`src/rtl/select_seq_pkg.sv`:
```
// Shared types and helpers for the select sequencer that drives the 2-to-4 decoder.
package select_seq_pkg;

    localparam int SEL_W   = 2;
    localparam int NUM_SEL = 4;

    typedef enum logic [1:0] {
        IDLE,
        RUN,
        DONE
    } seq_state_e;

    // Wrapped step of the select index: dir=0 counts up, dir=1 counts down.
    function automatic logic [SEL_W-1:0] next_sel(input logic [SEL_W-1:0] sel, input logic dir);
        logic [SEL_W-1:0] one;
        one = {{(SEL_W-1){1'b0}}, 1'b1};
        return dir ? (sel - one) : (sel + one);
    endfunction

endpackage

```
`src/rtl/select_sequencer_step_timer.sv`:
```
// Dwell counter for the select sequencer: flags the last cycle of each STEP_CYCLES-long hold.
module step_timer #(
    parameter int STEP_CYCLES = 4
) (
    input  logic clk,
    input  logic reset,
    input  logic clear,
    input  logic run,
    output logic tick_last
);

    localparam int CNT_W = (STEP_CYCLES > 1) ? $clog2(STEP_CYCLES) : 1;
    localparam logic [CNT_W-1:0] LAST = CNT_W'(STEP_CYCLES - 1);

    logic [CNT_W-1:0] count;

    always_ff @(posedge clk) begin
        if (reset || clear) begin
            count <= '0;
        end else if (run) begin
            count <= tick_last ? '0 : count + 1'b1;
        end
    end

    assign tick_last = (count == LAST);

endmodule

```
`src/rtl/select_sequencer.sv`:
```
// Select/enable generator for the 2-to-4 decoder with single-sweep and continuous modes.
// Optional macro SELECT_SEQ_PINGPONG_EN makes continuous mode bounce between the end values.
module select_sequencer
    import select_seq_pkg::*;
#(
    parameter int STEP_CYCLES = 4
) (
    input  logic             clk,
    input  logic             reset,
    input  logic             start,
    input  logic             stop,
    input  logic             mode,
    input  logic             dir,
    output logic [SEL_W-1:0] S,
    output logic             enable,
    output logic             busy,
    output logic             done
);

    localparam logic [SEL_W-1:0] SEL_MAX = SEL_W'(NUM_SEL - 1);

    seq_state_e       state;
    logic             mode_q;
    logic             dir_q;
    logic             tick_last;
    logic             in_run;
    logic             at_sweep_end;
    logic [SEL_W-1:0] sel_next;

    assign in_run       = (state == RUN);
    assign sel_next     = next_sel(S, dir_q);
    assign at_sweep_end = mode_q && (S == (dir_q ? '0 : SEL_MAX));

    // The dwell count restarts whenever a run begins or is aborted.
    step_timer #(
        .STEP_CYCLES(STEP_CYCLES)
    ) u_step_timer (
        .clk      (clk),
        .reset    (reset),
        .clear    (!in_run || stop),
        .run      (in_run),
        .tick_last(tick_last)
    );

    always_ff @(posedge clk) begin
        if (reset) begin
            state  <= IDLE;
            S      <= '0;
            enable <= 1'b0;
            busy   <= 1'b0;
            done   <= 1'b0;
            mode_q <= 1'b0;
            dir_q  <= 1'b0;
        end else begin
            case (state)
                IDLE: begin
                    done <= 1'b0;
                    if (start) begin
                        mode_q <= mode;
                        dir_q  <= dir;
                        S      <= dir ? SEL_MAX : '0;
                        enable <= 1'b1;
                        busy   <= 1'b1;
                        state  <= RUN;
                    end
                end
                RUN: begin
                    // stop outranks both a step and sweep completion
                    if (stop) begin
                        S      <= '0;
                        enable <= 1'b0;
                        busy   <= 1'b0;
                        state  <= IDLE;
                    end else if (tick_last) begin
                        if (at_sweep_end) begin
                            S      <= '0;
                            enable <= 1'b0;
                            busy   <= 1'b0;
                            done   <= 1'b1;
                            state  <= DONE;
                        end else begin
                            S <= sel_next;
`ifdef SELECT_SEQ_PINGPONG_EN
                            if (!mode_q && (sel_next == SEL_MAX || sel_next == '0)) begin
                                dir_q <= ~dir_q;
                            end
`endif
                        end
                    end
                end
                DONE: begin
                    done  <= 1'b0;
                    state <= IDLE;
                end
                default: begin
                    S      <= '0;
                    enable <= 1'b0;
                    busy   <= 1'b0;
                    done   <= 1'b0;
                    state  <= IDLE;
                end
            endcase
        end
    end

endmodule

```
`config.mk`:
```
export PLATFORM = sky130hd
export DESIGN_NAME = select_sequencer
export DESIGN_NICKNAME = d
export VERILOG_FILES = /design/src/rtl/select_seq_pkg.sv /design/src/rtl/select_sequencer_step_timer.sv /design/src/rtl/select_sequencer.sv
export SDC_FILE = /design/constraint.sdc
export NUM_CORES = 1
export LEC_CHECK = 0
export ABC_AREA = 1
export BUFFER_PORTS_ARGS = -buffer_cell sky130_fd_sc_hd__buf_2
export CAP_MARGIN = 20
export CORE_AREA = 8 8 45 47
export DETAILED_ROUTE_END_ITERATION = 8
export DIE_AREA = 0 0 53 55
export GPL_TIMING_DRIVEN = 1
export PLACE_DENSITY_LB_ADDON = 0.12
export SLEW_MARGIN = 10
export SYNTH_ARGS = -nofsm -noshare
export SYNTH_HDL_FRONTEND = slang
export SYNTH_HIERARCHICAL = 1
export SYNTH_SLANG_ARGS = --single-unit
```
`constraint.sdc`:
```
create_clock -name clk -period 1.2 [get_ports clk]
set_input_delay 0.18 -clock clk [delete_from_list [all_inputs] [get_ports clk]]
set_output_delay 0.18 -clock clk [all_outputs]
set_load 0.005 [all_outputs]
```
==> impl_metrics.yaml <==
layout:
  layout-drive-gt1-share_pct: 54.29
  post-route-util_pct: 58.68
  fillers: 130
  stdcell_count: 121
  area_growth_pct: 44.87
  num-nets-final: 114
  insertedDiodeCount: 0
  multiInputGateArea_um2: 364.1
  seq_area_um2: 219.0
pwr:
  powerDensity_nw_per_um2: 1080
  leakagePower_nw: 0.3791
  peakVddDrop_uv: 928.0
clocking:
  cts_hold_buf: 0
  cts.sinks: 10
  tritoncts: "yes"
  clock_latency_ns: 0.26
  cts_max_path_buffers: 2
  clock-root-buffer: "clkbuf_4"
  clk_pin_slew_worst_paths_ns: 0.06
  numCtsBuffers: 3
  htreeDepth: 1
route:
  vias_per_cell: 4.603
  totalWireLength_mm: 1.325
  antenna_left: 0
  vias: 557
  routedWlPerCell_um: 10.95
  drt_iter0_markers: 14
  drc_errors: 0
  drt_pass1_iterations: 4
setup_path:
  critPathLaunchType: "flop"
  cp.required_ns: 1.38
  worst_r2r_path_depth: 8
  cp_max_fo: 3
  critPathKind: "flop to flop"
  r2r-start: "state[1]"
  startpoint: "state[1]"
  end_kind: "flop"
  cp_data_arrival_time_ns: 1.33
sta:
  min_period_ns: 1.152
  hold_violations: 0
  fin_crit_sh_pct: 96.00
  final_max_slew_viol_count: 0
  hold-worst-slack_ns: 0.1676
  setup_viol: 0
  skew_ns: 0.001330
  slew_headroom_pct: 87.74
  timing.setup.tns_ns: 0
  layout_setup_ws_ns: 0.04795
  worst_pin_slew_ns: 0.1827
  rsz0062_at_grt: "yes"
  max_freq_mhz: 868.0
synth:
  postSynthCellCount: 84
  yosys_warnings: 6
  syn_area_um2: 560.5
  synth-seq-cells: 10
  synth.avg_cell_area_um2: 6.673
  synth_nets: 91
  synth_cell_types: 20
  yosysSeqAreaShare_pct: 35.71
placed_design:
  dpl.hpwl_um: 958.5
  dp_slack_ns: -0.04681
  gp_congestion: 0.8455
  dp_cells: 112
  port-buffer-count: 10
global_route:
  grt_overflow: 0
  grt.total_usage_pct: 9.146
  grt_pass1_vias: 504
  antenna_found_initial: 0
  grt_max_degree: 7
  grt_pass1_wl_mm: 2.001
worst_hold_path:
  min_from: "reset"
  holdPathStages: 2
  hold_class: "input port to flop"
floorplanning:
  core_area_um2: 1384
  io-pin-count: 11
  fp.dieH_um: 55
  initial_core_util_pct: 40.51
  rows: 14
  die_w_um: 53
  dieArea_um2: 2915
outcome:
  status: "complete, no violations"
job:
  drv_cap: 0
metal layers:
metal | global-route usage [%] | wire length (µm) | vias up
met5 | 0 | 0 | -
met3 | 5.080 | 82 | 2
met1 | 9.174 | 556 | 243
met4 | 1.293 | 12 | 0
li1 | - | - | 304
met2 | 16.60 | 673 | 8
flip-flops by register name (all words and copies together) (netlist names):
signal and count:
mode_q 1, u_step_timer/count 2, busy 1, state 2
done 1, S 2, dir_q 1
cells in the final DEF (no fill, tap or decap), types with 2 or more instances in the layout:
cell type	synthesis	final
a21oi_1	6	5
buf_2	0	10
buf_4	1	9
clkbuf_4	0	3
dfxtp_1	10	3
dfxtp_2	0	3
dfxtp_4	0	4
inv_1	12	8
inv_2	5	7
inv_4	0	2
nand2_1	22	19
nand2_2	5	5
nand2_4	1	4
nand3_1	2	2
nor2_1	5	4
nor2_2	4	2
nor2_4	1	4
o21ai_1	3	2
cell type report:
class	count	share of cell area [%]
Inverter	17	8.475
Sequential cell	10	26.96
Clock buffer	3	2.773
Multi-Input combinational cell	56	44.84
Tap cell	16	2.465
Timing Repair Buffer	19	14.48
synth_stat cells, drive strengths merged:
library cell / instances / area [µm²]
o211ai: 1 / 7.510
nand3b: 1 / 7.510
a211oi: 1 / 7.510
nand2: 28 / 125.1
inv: 17 / 63.81
o21ai: 4 / 20.01
nand3: 2 / 10.01
nor3: 1 / 5.000
ha: 1 / 12.51
a21oi: 7 / 38.79
buf: 1 / 7.510
dfxtp: 10 / 200.2
nor2: 10 / 55.05
power by group:
part / switching [mW] / total, mW / internal (mW)
Sequential: 0.0297 / 0.385 / 0.355
Combinational: 0.149 / 0.269 / 0.119
Clock: 0.108 / 0.223 / 0.116
Total: 0.286 / 0.877 / 0.590
timing repair:
| item | CTS | global route |
|---|---|---|
| gates resized for setup | 4 | 29 |
| pin swaps | 1 | 11 |
| setup buffers | 0 | 6 |
| endpoints found under the hold margin | 0 | 0 |
| setup endpoints to repair | 2 | 6 |
worst max-delay path: stages, from the launching register on:
cell and delay [ns]:
dfxtp_4 0.38, inv_4 0.04, nand2_4 0.07, nor2_4 0.05
buf_4 0.14, o21ai_4 0.06, nand2_2 0.08, buf_4 0.13
nor3_1 0.12
through the flow:
stage	power, mW	cell area [µm²]
floorplan	0.5264	560.5
detailed placement	0.5892	645.6
global route	0.9450	812.0
finish	0.8768	812.0
global placement	0.5889	645.6
CTS	0.8266	676.9
worst paths after layout:
check	endpoint	slack [ns]
min	S[0]	0.17
max reg2reg	state[1]	0.05
max	state[1]	0.05
min reg2reg	busy	0.45
cells by family after synthesis:
family	count (synthesis)	share of synthesized area, %
buffers and inverters	18	12.72
adders and majority gates	1	2.232
AOI/OAI and AO/OA	13	13.17
DFF	10	35.71
and+or+nand+nor	42	36.16
Power figures use the tool's default switching activity.
